==> src/rtl/sharp_lcd_pkg.sv <==
// Shared definitions for the Sharp memory-LCD line receiver: FSM encoding,
// mode-byte bit positions and serial field widths.
package sharp_lcd_pkg;

  typedef enum logic [2:0] {
    ST_IDLE,
    ST_MODE,
    ST_ADDR,
    ST_DATA,
    ST_DUMMY,
    ST_TRAIL
  } state_e;

  localparam int M0_BIT = 0;  // update (write line) command
  localparam int M1_BIT = 1;  // VCOM level
  localparam int M2_BIT = 2;  // clear-all command

  localparam int MODE_BITS         = 8;
  localparam int ADDR_BITS         = 8;
  localparam int DUMMY_BITS        = 8;
  localparam int LINE_BITS_DEFAULT = 144;
  localparam int MAX_ADDR_DEFAULT  = 168;

endpackage

==> src/rtl/sharp_sync_edge.sv <==
// Two-flop synchronizer with a rising-edge detector on the synchronized copy.
module sharp_sync_edge (
  input  logic clk_i,
  input  logic rst_i,
  input  logic async_i,
  output logic sync_o,
  output logic rise_o
);

  logic meta_q, sync_q, prev_q;

  // NOTE: sequential state uses non-blocking assignments so all flops update together.
  always_ff @(posedge clk_i or posedge rst_i) begin
    if (rst_i) begin
      meta_q <= 1'b0;
      sync_q <= 1'b0;
      prev_q <= 1'b0;
    end else begin
      meta_q <= async_i;
      sync_q <= meta_q;
      prev_q <= sync_q;
    end
  end

  assign sync_o = sync_q;
  assign rise_o = sync_q & ~prev_q;

endmodule

==> src/rtl/sharp_line_receiver.sv <==
// Receives the Sharp memory-LCD serial protocol and presents each completed
// gate line (address + pixel bits) with a one-cycle valid pulse.
module sharp_line_receiver
  import sharp_lcd_pkg::*;
#(
  parameter int DATA_BITS = LINE_BITS_DEFAULT,
  parameter int MAX_ADDR  = MAX_ADDR_DEFAULT
) (
  input  logic                 clk_12mhz,
  input  logic                 rst,
  input  logic                 SCLK,
  input  logic                 SI,
  input  logic                 SCS,
  output logic                 line_valid,
  output logic [7:0]           line_addr,
  output logic [DATA_BITS-1:0] line_data,
  output logic                 vcom,
  output logic                 clear_all,
  output logic                 frame_err,
  output logic                 addr_err
);

  localparam logic [7:0] BYTE_LAST = 8'(MODE_BITS - 1);
  localparam logic [7:0] DATA_LAST = 8'(DATA_BITS - 1);
  localparam logic [7:0] ADDR_MAX  = 8'(MAX_ADDR);

  logic sclk_rise, si_sync, scs_sync;
  logic unused_si_rise, unused_scs_rise;

  sharp_sync_edge u_sclk (.clk_i(clk_12mhz), .rst_i(rst), .async_i(SCLK),
                          .sync_o(), .rise_o(sclk_rise));
  sharp_sync_edge u_si   (.clk_i(clk_12mhz), .rst_i(rst), .async_i(SI),
                          .sync_o(si_sync), .rise_o(unused_si_rise));
  sharp_sync_edge u_scs  (.clk_i(clk_12mhz), .rst_i(rst), .async_i(SCS),
                          .sync_o(scs_sync), .rise_o(unused_scs_rise));

  state_e                state_q, state_d;
  logic [7:0]            cnt_q, cnt_d;
  logic [7:0]            byte_q, byte_d, byte_next;
  logic [7:0]            addr_q, addr_d;
  logic [DATA_BITS-1:0]  shift_q, shift_d;
  logic [7:0]            line_addr_q, line_addr_d;
  logic [DATA_BITS-1:0]  line_data_q, line_data_d;
  logic                  vcom_q, vcom_d;
  logic                  valid_q, valid_d, clear_q, clear_d;
  logic                  ferr_q, ferr_d, aerr_q, aerr_d;
  logic                  scs_prev_q;
  logic                  scs_rise, scs_fall, sample;

  assign scs_rise = scs_sync & ~scs_prev_q;
  assign scs_fall = ~scs_sync & scs_prev_q;
  // A same-cycle SCS fall forces scs_sync low, so the coincident bit is dropped.
  assign sample   = sclk_rise & scs_sync;
  assign byte_next = {si_sync, byte_q[7:1]};

  always_ff @(posedge clk_12mhz or posedge rst) begin
    if (rst) begin
      state_q     <= ST_IDLE;
      cnt_q       <= '0;
      byte_q      <= '0;
      addr_q      <= '0;
      shift_q     <= '0;
      line_addr_q <= '0;
      line_data_q <= '0;
      vcom_q      <= 1'b0;
      valid_q     <= 1'b0;
      clear_q     <= 1'b0;
      ferr_q      <= 1'b0;
      aerr_q      <= 1'b0;
      scs_prev_q  <= 1'b0;
    end else begin
      state_q     <= state_d;
      cnt_q       <= cnt_d;
      byte_q      <= byte_d;
      addr_q      <= addr_d;
      shift_q     <= shift_d;
      line_addr_q <= line_addr_d;
      line_data_q <= line_data_d;
      vcom_q      <= vcom_d;
      valid_q     <= valid_d;
      clear_q     <= clear_d;
      ferr_q      <= ferr_d;
      aerr_q      <= aerr_d;
      scs_prev_q  <= scs_sync;
    end
  end

  // NOTE: every signal gets a default before the case so no latches are inferred.
  always_comb begin
    state_d     = state_q;
    cnt_d       = cnt_q;
    byte_d      = byte_q;
    addr_d      = addr_q;
    shift_d     = shift_q;
    line_addr_d = line_addr_q;
    line_data_d = line_data_q;
    vcom_d      = vcom_q;
    valid_d     = 1'b0;
    clear_d     = 1'b0;
    ferr_d      = 1'b0;
    aerr_d      = 1'b0;

    if (scs_fall) begin
      state_d = ST_IDLE;
      cnt_d   = '0;
      ferr_d  = (state_q inside {ST_MODE, ST_DATA, ST_DUMMY}) && (cnt_q != 8'd0);
    end else begin
      unique case (state_q)
        ST_IDLE: if (scs_rise) begin
          state_d = ST_MODE;
          cnt_d   = '0;
        end
        ST_MODE: if (sample) begin
          byte_d = byte_next;
          cnt_d  = cnt_q + 8'd1;
          if (cnt_q == BYTE_LAST) begin
            cnt_d  = '0;
            vcom_d = byte_next[M1_BIT];
            if (byte_next[M2_BIT]) begin
              clear_d = 1'b1;
              state_d = ST_TRAIL;
            end else if (byte_next[M0_BIT]) begin
              state_d = ST_ADDR;
            end else begin
              state_d = ST_TRAIL;
            end
          end
        end
        ST_ADDR: if (sample) begin
          byte_d = byte_next;
          cnt_d  = cnt_q + 8'd1;
          if (cnt_q == BYTE_LAST) begin
            cnt_d   = '0;
            addr_d  = byte_next;
            state_d = ST_DATA;
          end
        end
        ST_DATA: if (sample) begin
          shift_d = {si_sync, shift_q[DATA_BITS-1:1]};
          cnt_d   = cnt_q + 8'd1;
          if (cnt_q == DATA_LAST) begin
            cnt_d       = '0;
            line_data_d = shift_d;
            line_addr_d = addr_q;
            valid_d     = 1'b1;
            aerr_d      = (addr_q == 8'd0) || (addr_q > ADDR_MAX);
            state_d     = ST_DUMMY;
          end
        end
        ST_DUMMY: if (sample) begin
          cnt_d = cnt_q + 8'd1;
          if (cnt_q == BYTE_LAST) begin
            cnt_d   = '0;
            state_d = ST_ADDR;
          end
        end
        ST_TRAIL: ;
        default: begin
          state_d = ST_IDLE;
          cnt_d   = '0;
        end
      endcase
    end
  end

  assign line_valid = valid_q;
  assign line_addr  = line_addr_q;
  assign line_data  = line_data_q;
  assign vcom       = vcom_q;
  assign clear_all  = clear_q;
  assign frame_err  = ferr_q;
  assign addr_err   = aerr_q;

endmodule

==> config.mk <==
export PLATFORM = sky130hd
export DESIGN_NAME = sharp_line_receiver
export DESIGN_NICKNAME = d
export VERILOG_FILES = /design/src/rtl/sharp_lcd_pkg.sv /design/src/rtl/sharp_sync_edge.sv /design/src/rtl/sharp_line_receiver.sv
export SDC_FILE = /design/constraint.sdc
export NUM_CORES = 1
export LEC_CHECK = 0
export BUFFER_PORTS_ARGS = -buffer_cell sky130_fd_sc_hd__buf_2
export CORE_MARGIN = 5
export CORE_UTILIZATION = 40
export CTS_CLUSTER_SIZE = 25
export DETAILED_ROUTE_END_ITERATION = 10
export PLACE_DENSITY_LB_ADDON = 0.15
export SYNTH_ARGS = -nofsm -noshare
export SYNTH_HDL_FRONTEND = slang
export SYNTH_SLANG_ARGS = --single-unit
==> constraint.sdc <==
create_clock -name clk_12mhz -period 11.35 [get_ports clk_12mhz]
set_clock_uncertainty 0.1 [all_clocks]
set_input_delay 2.27 -clock clk_12mhz [delete_from_list [all_inputs] [get_ports clk_12mhz]]
set_output_delay 2.27 -clock clk_12mhz [all_outputs]
set_load 0.05 [all_outputs]
# Word-level counts from Yosys, hierarchy flattened
# Cells that the tools add are included.
[totals]
elab_cells = 97
inputBits = 5
reg_bits = 336
out_inout_bits = 157
[op_classes]
n_reduce_logical = 15
order_cmp = 1
bitwise_logic = 8
eq_ne = 18
n_addsub = 1
mux = 34
[op_table]
columns = ["operator", "n"]
rows = [
  ["$mux W8", 6],
  ["$mux W3", 12],
  ["$pmux W8 S4", 1],
  ["$ne A3 B3 Y1 const B", 6],
  ["$pmux W3 S6", 1],
  ["$reduce_and A4 Y1", 4],
  ["$mux W1", 14],
  ["$reduce_and A10 Y1", 1],
  ["$ne A3 B2 Y1 const B", 3],
  ["$add A8 B1 Y8 const B", 1],
  ["$eq A8 B3 Y1 const B", 1],
  ["$eq A8 B8 Y1 const B", 1],
  ["$gt A8 B8 Y1 const B", 1],
  ["$logic_not A8 Y1", 1],
  ["$reduce_bool A8 Y1", 1],
  ["$eq A3 B2 Y1 const B", 2],
  ["$eq A3 B3 Y1 const B", 2],
  ["$reduce_and A3 Y1", 2],
  ["$and A1 B1 Y1", 4],
  ["$not A1 Y1", 4],
  ["$eq A3 B1 Y1 const B", 1],
  ["$logic_not A3 Y1", 1],
  ["$ne A3 B1 Y1 const B", 1],
  ["$reduce_bool A3 Y1", 1],
  ["other kinds (5)", 5],
]

# Logic depth before layout (Yosys ltp)
# Gate-level depths: netlist (run 1).
[logic_depth]
ltp_word = 6
mapped_depth = 9
ltp_nobuf = 7

# Hierarchy
# A second synthesis (run 1) with hierarchy kept.
[hier_totals]
hier_cells = 1115
hier_area_um2 = 13042.5
[by_module_without_submodules]
columns = ["mod", "seq_area_each_um2", "cells_per_inst", "n_inst", "area_each_um2"]
rows = [
  ["sharp_line_receiver", 8182.8, 1100, 1, 12764.7],
  ["sharp_sync_edge", 75.1, 5, 3, 92.6],
]

# Least setup slack after synthesis (run 1)
# No wires, ideal clock.
[synth_path]
path_type = "reg-to-output"
from = "reg line_addr_q[0] (netlist: line_addr[0])"
to = "out line_addr[0]"
arrival_time_ps = 600
required_ps = 8980
path_stages_with_launch = 1
slack_ps = 8380
path_buffers = 0
path_cell_list = "dfrtp_1"
[synth_lines]
columns = ["item", "line_no", "rtl"]
rows = [
  ["start, declared", "sharp_line_receiver.sv:42", "logic [7:0] line_addr_q, line_addr_d;"],
  ["start signal, assigned", "sharp_line_receiver.sv:77", "line_addr_q <= line_addr_d;"],
  ["end, declared", "sharp_line_receiver.sv:15", "output logic [7:0] line_addr,"],
]
# No word-level cell between the ends.

==> results of run 1 <==
cell usage after synthesis, drive strengths merged:
master,number,area share (%)
buf,40,1.7
o31ai,4,0.23
inv,9,0.26
or3,3,0.15
and4,1,0.068
nand3b,4,0.23
nand2b,3,0.15
dfrtp,334,65
nor2,9,0.26
o221ai,2,0.14
and3,3,0.15
a21boi,1,0.059
a211o,1,0.068
nand2,471,14
a211oi,1,0.098
or3b,1,0.068
nor3b,1,0.059
o211ai,2,0.12
clkbuf,12,0.35
a21o,2,0.12
mux2i,1,0.078
nand4,4,0.20
mux2,159,14
nand3,9,0.35
and2,2,0.098
a311oi,1,0.068
nor3,3,0.12
a21oi,6,0.23
o21ai,14,0.55
o22ai,2,0.098
nor2b,4,0.20
nor4,3,0.26
ha,3,0.29
routing by layer:
| metal | up-vias | track usage, % | wire [µm] |
|---|---|---|---|
| met4 | 0 | 3.53 | 446 |
| li1 | 3936 | - | - |
| met5 | - | 0 | 0 |
| met1 | 4009 | 21.2 | 12500 |
| met3 | 40 | 3.04 | 1220 |
| met2 | 142 | 22.6 | 11600 |
worst paths after layout:
check	start	endpoint
min in group asynchronous	rst	line_data[97]$_DFFE_PP0P_
max reg2reg	u_scs.sync_o$_DFF_PP0_	line_data[48]$_DFFE_PP0P_
max in group clk_12mhz	line_data[62]$_DFFE_PP0P_	line_data[62]
min reg2reg	u_si.meta_q$_DFF_PP0_	u_si.sync_o$_DFF_PP0_
max	rst	shift_q[1]$_DFFE_PP0P_
min	u_si.meta_q$_DFF_PP0_	u_si.sync_o$_DFF_PP0_
metrics by stage:
step                      cell area [µm²]  util [%]
after global routing                15100      48.0
after detailed placement            13900      44.1
after floorplan                     12800         -
final                               15100      48.0
after global placement              13900      44.1
after CTS                           15100      48.0
kinds of logic after synthesis:
group	after synthesis	synth area share [%]
buffers and inverters	61	2.35
DFF	334	65.3
and+or+nand+nor	521	16.2
muxes	160	14.1
AOI/OAI and AO/OA	36	1.78
adders and majority gates	3	0.293
area by class of cell:
| cell class | count | area share, % |
|---|---|---|
| clock buffer | 53 | 7.39 |
| multi-input combinational | 720 | 27.4 |
| inverter | 9 | 0.248 |
| tap | 402 | 3.32 |
| sequential | 334 | 55.2 |
| clock inverter | 13 | 0.636 |
| timing repair buffer | 167 | 5.79 |
flip-flops by register name (all words and copies together) (netlist names), 3 cells and up:
| signal | flops |
|---|---|
| line_data | 144 |
| shift_q | 143 |
| addr_q | 8 |
| cnt_q | 8 |
| line_addr | 8 |
| byte_q | 7 |
| state_q | 3 |
worst max-delay path, stage by stage:
cell and delay [ns]:
buf_2 0.11, clkinvlp_4 0.07, buf_12 0.69, buf_4 0.90
report_power, final:
group	leakage (µW)	switching [µW]	total, µW	internal (µW)
Clock	0.000609	463	1170	708
Sequential	0.00464	25.1	1230	1210
Combinational	0.00325	76.4	117	40.5
==> metrics.cfg, run 1 <==
[synthesis]
syn_area_um2=12800
ys_types=37
synth_fp_nets=1123
ys_seq_elements=334
yosysSeqAreaShare_pct=65.3
ys_warn_count=0
synth.avg_cell_area_um2=11.5
netlist_instances=1115

[sta]
whs_ns=0.253
maxSlewViolCount=0
fin_ws_ns=7.51
rsz0062_at_grt=false
hold_viol=0
fin_setup_tns_ns=0
tightest_slew_ns=1.07
slew_headroom_pct=28.8
setup_viol=0
finalCriticalPeriod_ns=3.84
period_share_pct=33.8
fmaxAchievable_ghz=0.260

[detailed_routing]
firstDrtPassIters=4
drc_errors=0
wl_um=25700
wl_per_cell_um=15.2
avgViaCountPerCell=4.79
postRouteAntennaNets=0
vias=8127
drt_iter0_markers=356

[final_layout]
seq_area_um2=8360
most-common-layout-cells=471 x nand2_1, 334 x dfrtp_1, 161 x buf_2
nets=1278
n_fill_cell=2973
stdcell_count=1698
layout-drive-gt1-share_pct=30.3
area_growth_syn_to_layout_pct=18.3
multi_input_area_um2=4150
layout_commonest_cell=nand2_1
diodes=0

[power]
totalPowerFinal_uw=2520
peakVddDrop_v=0.000103
powerDensity_nw_per_um2=166
power_leakage_uw=0.00851

[setup_path]
required_ns=11.72
cp_data_arrival_time_ns=4.21
r2r_slack_ns=8.00
worstSetupPathType=input port to asynchronous set/reset pin
crit_fanout=184
rr_worst_depth=7
startpoint_type=input port
end_kind=asynchronous set/reset pin

[clock_network]
postCtsSetupBuffers=0
cts.clk_slew.worst_paths_ns=0.05
cts-buffers-inserted=38
cts_resized=0
clk_latency_ns=0.51
cts.sinks=334
holdBufCountCts=0
htreeDepth=2
cts-root-buf=clkbuf_16
tritoncts=yes
cts_buffer_depth=3

[status]
status=finished, final reports clean

[run]
cap_violations=0

[min_path]
worstHoldPathType=flop to flop
holdPathStages=0

[grt]
grt_pass1_wl_um=43700
first_global_vias=8419
antenna_found_initial=0
overflow=0
grt_max_degree=185
grtUsageTotal_pct=14.6

[floorplanning]
coreArea_um2=31600
num_io_pins=162
std_cell_rows=65
dieArea_um2=35700
start_util_pct=40.5
die_h_um=189
die_w_um=189

[placement]
globalplace.congestion=0.768
dp_hpwl_um=15200
placed_cells=1632
pre_cts_ws_ns=6.90
numPortBuffers=161

(Power assumes the default switching activity.)
==> run 2: changes to the inputs <==
--- a/config.mk
+++ b/config.mk
@@ -5,6 +5,7 @@
 export SDC_FILE = /design/constraint.sdc
 export NUM_CORES = 1
 export LEC_CHECK = 0
+export ABC_AREA = 1
 export BUFFER_PORTS_ARGS = -buffer_cell sky130_fd_sc_hd__buf_2
 export CORE_MARGIN = 5
 export CORE_UTILIZATION = 40
==> constraint.sdc (replaced) <==
create_clock -name clk_12mhz -period 3.2 [get_ports clk_12mhz]
set_clock_uncertainty 0.1 [all_clocks]
set_input_delay 0.64 -clock clk_12mhz [delete_from_list [all_inputs] [get_ports clk_12mhz]]
set_output_delay 0.64 -clock clk_12mhz [all_outputs]
set_load 0.05 [all_outputs]
==> metrics.cfg, run 2 <==
[status]
status=finished, final reports clean

[final_layout]
diodes=0
postLayoutCoreUtil_pct=47.7
seq_area_um2=8360
multi_input_area_um2=3520
layout_commonest_cell=nand2_1
largest_reg_flops=144
area_growth_syn_to_layout_pct=18.4
nets=1493
n_fill_cell=3144
most-common-layout-cells=372 x nand2_1, 334 x dfrtp_1, 175 x inv_1
layout-drive-gt1-share_pct=17.8

[synthesis]
ys_seq_elements=334
synth_top_cell_area_share_pct=64.1
syn_area_um2=13000
yosys-top-cells-area=dfrtp_1 64%, nand2_1 11%, o21ai_0 6.1%
yosysSeqAreaShare_pct=64.1
synth-async-reset-ratio_pct=100
ys_warn_count=0
post-synth-top-count-cell=nand2_1
synth_common_cells=372 x nand2_1, 334 x dfrtp_1, 176 x inv_1
synth.avg_cell_area_um2=9.72
netlist_instances=1342
synth_fp_nets=1350
synth_top_area_cell=dfrtp_1
ys.flop_type=dfrtp_1
synth-edff-count=0
ys_types=28

[floorplanning]
die_h_um=191
std_cell_rows=66
num_io_pins=162
dieArea_um2=36300
start_util_pct=40.3
coreArea_um2=32400
die_w_um=191

[clock_network]
cts-buffers-inserted=37
clk_latency_ns=0.51
cts-root-buf=clkbuf_16
cts.clk_slew.worst_paths_ns=0.06
htreeDepth=2
tritoncts=yes
cts_resized=0
cts.sinks=334
postCtsSetupBuffers=0
holdBufCountCts=0
cts_buffer_depth=3

[sta]
maxSlewViolCount=0
period_share_pct=81.1
setup_viol=0
fmaxAchievable_ghz=0.385
tightest_slew_ns=1.20
fin_setup_tns_ns=0
slew_headroom_pct=19.9
finalCriticalPeriod_ns=2.59
hold_viol=0
rsz0062_at_grt=false

[placement]
globalplace.congestion=0.778
dp_hpwl_um=16300
numPortBuffers=161

[setup_path]
required_ns=3.53
end_kind=flop
crit_buf_inv=3
cpMaxStageDelayCell=inv_8
startpoint_type=flop
worst-path-stages=9
cp_data_arrival_time_ns=2.93
rr_worst_depth=9
slowest_delay_ns=0.58
worstSetupPathType=flop to flop
crit_family=buffers and inverters
crit_chain=ha_1 -> nand3_1 -> inv_1 -> nand3_2 -> nor2_8 -> inv_8 -> buf_4 -> nand2_1 -> o21ai_1
crit_fanout=142

[power]
powerDensity_nw_per_um2=620
peakVddDrop_v=0.000439
power_leakage_uw=0.00740

[grt]
grt_max_degree=287
first_global_vias=8466
antenna_found_initial=0
grtUsageTotal_pct=14.2
overflow=0
grt_pass1_wl_um=43600

[detailed_routing]
firstDrtPassIters=4
wl_um=25700
wl_per_cell_um=13.1
postRouteAntennaNets=0
drt_iter0_markers=593
drc_errors=0
vias=8736
avgViaCountPerCell=4.47

[run]
cap_violations=0

[min_path]
worstHoldPathType=input port to asynchronous set/reset pin

[run 2: changes by cell type in the layout (fill, tap and decap cells not counted), moves of 4 or more]
cell | before | now
nor2b_1 | 4 | 0
o21ai_0 | 13 | 159
o21ai_2 | 0 | 27
buf_12 | 2 | 7
inv_1 | 8 | 175
clkinv_2 | 10 | 5
o31ai_1 | 4 | 0
o21ai_1 | 1 | 123
nand3_1 | 8 | 31
nor2_1 | 9 | 26
nand2_1 | 471 | 372
mux2_2 | 159 | 0
bufinv_16 | 1 | 8
[run 2: path summary, 6_finish.rpt]
| kind | slack [ns] | from | endpoint |
|---|---|---|---|
| worst min register to register | 0.25 | u_sclk.meta_q$_DFF_PP0_ | u_sclk.sync_o$_DFF_PP0_ |
| worst max-delay path | 0.61 | cnt_q[0]$_DFFE_PP0P_ | line_data[128]$_DFFE_PP0P_ |
| worst min-delay path | 0.12 | rst | line_addr[7]$_DFFE_PP0P_ |
| max in group asynchronous | 2.08 | rst | shift_q[114]$_DFFE_PP0P_ |
| worst max register to register | 0.61 | cnt_q[0]$_DFFE_PP0P_ | line_data[128]$_DFFE_PP0P_ |
| min in group clk_12mhz | 0.14 | SI | u_si.meta_q$_DFF_PP0_ |
[run 2: logic make-up after synthesis]
logic type | after synthesis | synth area share [%]
flip-flops | 334 | 64.1
AND/OR/NAND/NOR | 442 | 13.5
buffers and inverters | 246 | 9.05
adder cells (fa/ha/maj) | 3 | 0.288
XOR/XNOR | 3 | 0.201
AO/OA/AOI/OAI | 314 | 12.9
[run 2: area by class of cell]
| type | count | area share (%) |
|---|---|---|
| well taps | 442 | 3.58 |
| clock buffers | 51 | 7.06 |
| clock inverters | 14 | 1.77 |
| inverters | 177 | 4.37 |
| flip-flops and latches | 334 | 54.1 |
| multi-input cells | 762 | 22.8 |
| repair buffers | 173 | 6.36 |
[run 2: per-layer routing]
| layer | vias to the layer above | part of all wire [%] | GRT usage, % |
|---|---|---|---|
| met1 | 4030 | 50 | 21.1 |
| met2 | 142 | 43 | 21.5 |
| met3 | 45 | 4.4 | 2.80 |
| li1 | 4519 | - | - |
| met4 | 0 | 2.1 | 4.03 |
| met5 | - | 0 | 0 |
[run 2: where the power goes]
group | leakage [µW] | internal, µW | total, µW | switching (µW)
Combinational | 0.00208 | 150 | 564 | 414
Clock | 0.000674 | 3030 | 4690 | 1670
Sequential | 0.00464 | 4280 | 4330 | 49.7
Total | 0.00740 | 7460 | 9590 | 2130
[run 2: through the flow]
step           power, µW  hold WS (ns)  instance area, µm²  worst slack, ns  cells
2_1_floorplan       4840         0.231               13100            -2.00   1342
3_3_place_gp        4980         0.235               14100            0.679   1888
3_5_place_dp        4980         0.235               14100            0.625   1888
4_1_cts             9740         0.107               15500            0.560   1953
5_1_grt            10000         0.111               15500            0.390   1953
6_report            9590         0.122               15500            0.605   1953
[run 2: worst reg2reg max path, cell delays in order (launching register included)]
cell and delay (ns):
dfrtp_1 0.42, ha_1 0.26, nand3_1 0.11, inv_1 0.07, nand3_2 0.18, nor2_8 0.09
inv_8 0.58, buf_4 0.50, nand2_1 0.11, o21ai_1 0.09
==> run 3: changes to the inputs <==
==> constraint.sdc (replaced) <==
create_clock -name clk_12mhz -period 2.7 [get_ports clk_12mhz]
set_clock_uncertainty 0.1 [all_clocks]
set_input_delay 0.54 -clock clk_12mhz [delete_from_list [all_inputs] [get_ports clk_12mhz]]
set_output_delay 0.54 -clock clk_12mhz [all_outputs]
set_load 0.05 [all_outputs]
==> metrics.cfg, run 3 (synthesis results as in run 2) <==
[status]
status=finished, final reports clean

[setup_path]
crit_fanout=286
rr_worst_depth=6
r2r-start=u_scs.sync_o$_DFF_PP0_
crit_path_start=u_scs.sync_o$_DFF_PP0_
end_kind=flop
worstSetupPathType=flop to flop
required_ns=2.98
r2r_slack_ns=0.18
startpoint_type=flop
reg2reg_to=shift_q[12]$_DFFE_PP0P_
crit_end=shift_q[12]$_DFFE_PP0P_
cp_data_arrival_time_ns=2.80

[sta]
tightest_slew_ns=1.25
maxSlewViolCount=0
period_share_pct=93.3
setup_viol=0
finalCriticalPeriod_ns=2.52
slew_headroom_pct=16.8
hold_viol=0
rsz0062_at_grt=false
fin_setup_tns_ns=0
fmaxAchievable_ghz=0.397

[grt]
grtUsageTotal_pct=14.4
grt_max_degree=287
grt.busiest_layer=met1
use_met2_pct=21.7
grt.met1_usage_pct=21.8
first_global_vias=8744
grt_pass1_wl_um=44300
use_met3_pct=2.65
overflow=0
antenna_found_initial=0

[final_layout]
layout_commonest_cell=nand2_1
diodes=0
postLayoutCoreUtil_pct=47.1
nets=1496
largest_reg_flops=144
layout-drive-gt1-share_pct=17.3
most-common-layout-cells=372 x nand2_1, 334 x dfrtp_1, 175 x inv_1
area_growth_syn_to_layout_pct=16.9

[power]
totalPowerFinal_uw=10400
switching_share_pct=23.7
p_clk_share_pct=44.3
power_leakage_uw=0.00731
p_sw_uw=2460
p_int_uw=7950
powerDensity_nw_per_um2=683
power_frac_comb_pct=6.4
power.share.sequential_pct=49.3
peakVddDrop_v=0.000461

[run]
cap_violations=0

[detailed_routing]
wl_um=25600
wl_per_cell_um=13.1
vias=8765
postRouteAntennaNets=0
avgViaCountPerCell=4.48
drt_iter0_markers=623
firstDrtPassIters=5
drc_errors=0

[floorplanning]
start_util_pct=40.3
die_h_um=191
die_w_um=191
num_io_pins=162
coreArea_um2=32400
dieArea_um2=36300
std_cell_rows=66

[clock_network]
cts.clk_slew.worst_paths_ns=0.06
clk_latency_ns=0.50
htreeDepth=2
tritoncts=yes
cts_buffer_depth=3
cts-buffers-inserted=37
cts.sinks=334
cts_resized=0
cts-root-buf=clkbuf_16

[placement]
globalplace.congestion=0.776
dp_hpwl_um=16500
numPortBuffers=161

[min_path]
worstHoldPathType=input port to flop

==> run 3: changes by cell type in the layout (fill, tap and decap cells not counted) <==
cell / delta
dlygate4sd3_1: +1
clkbuf_1: +8
buf_4: -1
buf_12: +3
inv_6: +1
clkinv_2: +1
clkbuf_16: -2
clkbuf_8: -1
bufinv_16: -8
==> run 3: repair_timing <==
action	CTS	global route
setup buffers	0	0
hold endpoints to repair	10	0
hold buffers	1	0
setup endpoints to repair	0	0
==> run 3: power by group through the flow <==
stage / Combinational [µW] / Sequential, µW / Clock, µW
floorplan: 514 / 5220 / 0
global placement: 677 / 5220 / 0
detailed placement: 682 / 5220 / 0
CTS: 687 / 5130 / 4770
global route: 801 / 5140 / 5000
finish: 668 / 5140 / 4610
==> run 3: per-stage QoR <==
step	instances	setup WS [ns]	area (µm²)	hold WS, ns
floorplan	1342	-2.40	13100	0.231
finish	1955	0.180	15300	0.0479
global route	1955	0.160	15300	0.0212
detailed placement	1890	0.378	14100	0.241
global placement	1890	0.400	14100	0.238
CTS	1955	0.367	15300	0.0241
==> run 3: worst max-delay path, cell delays in order (launching register included) <==
cell and delay, ns:
dfrtp_1 0.38, inv_1 0.06, ha_1 0.25, nor3_2 0.45
nand2_8 0.11, buf_12 0.24, o21ai_0 0.43
==> run 3: worst min path at each step <==
stage,startpoint,endpoint,slack [ns],cells past startpoint
after floorplan,u_sclk.meta_q$_DFF_PP0_,u_sclk.sync_o$_DFF_PP0_,0.23,0
after global placement,u_scs.meta_q$_DFF_PP0_,u_scs.sync_o$_DFF_PP0_,0.24,0
after detailed placement,u_sclk.meta_q$_DFF_PP0_,u_sclk.sync_o$_DFF_PP0_,0.24,0
after CTS,SCLK,u_sclk.meta_q$_DFF_PP0_,0.02,1
after global routing,SCLK,u_sclk.meta_q$_DFF_PP0_,0.02,1
final,SCLK,u_sclk.meta_q$_DFF_PP0_,0.05,1
==> run 3: final cells by class <==
cell class              count  area, µm²
clock buffers              56       1060
clock inverters             8       47.5
fillers                  3168      17100
inverters                 177        676
multi-input cells         762       3520
flip-flops and latches    334       8360
well taps                 442        553
repair buffers            176       1050
==> run 3: per-layer routing <==
layer	wire [µm]	part of all wire, %
met5	0	0
met4	351	1.4
met3	1250	4.9
met2	11300	44
met1	12800	50
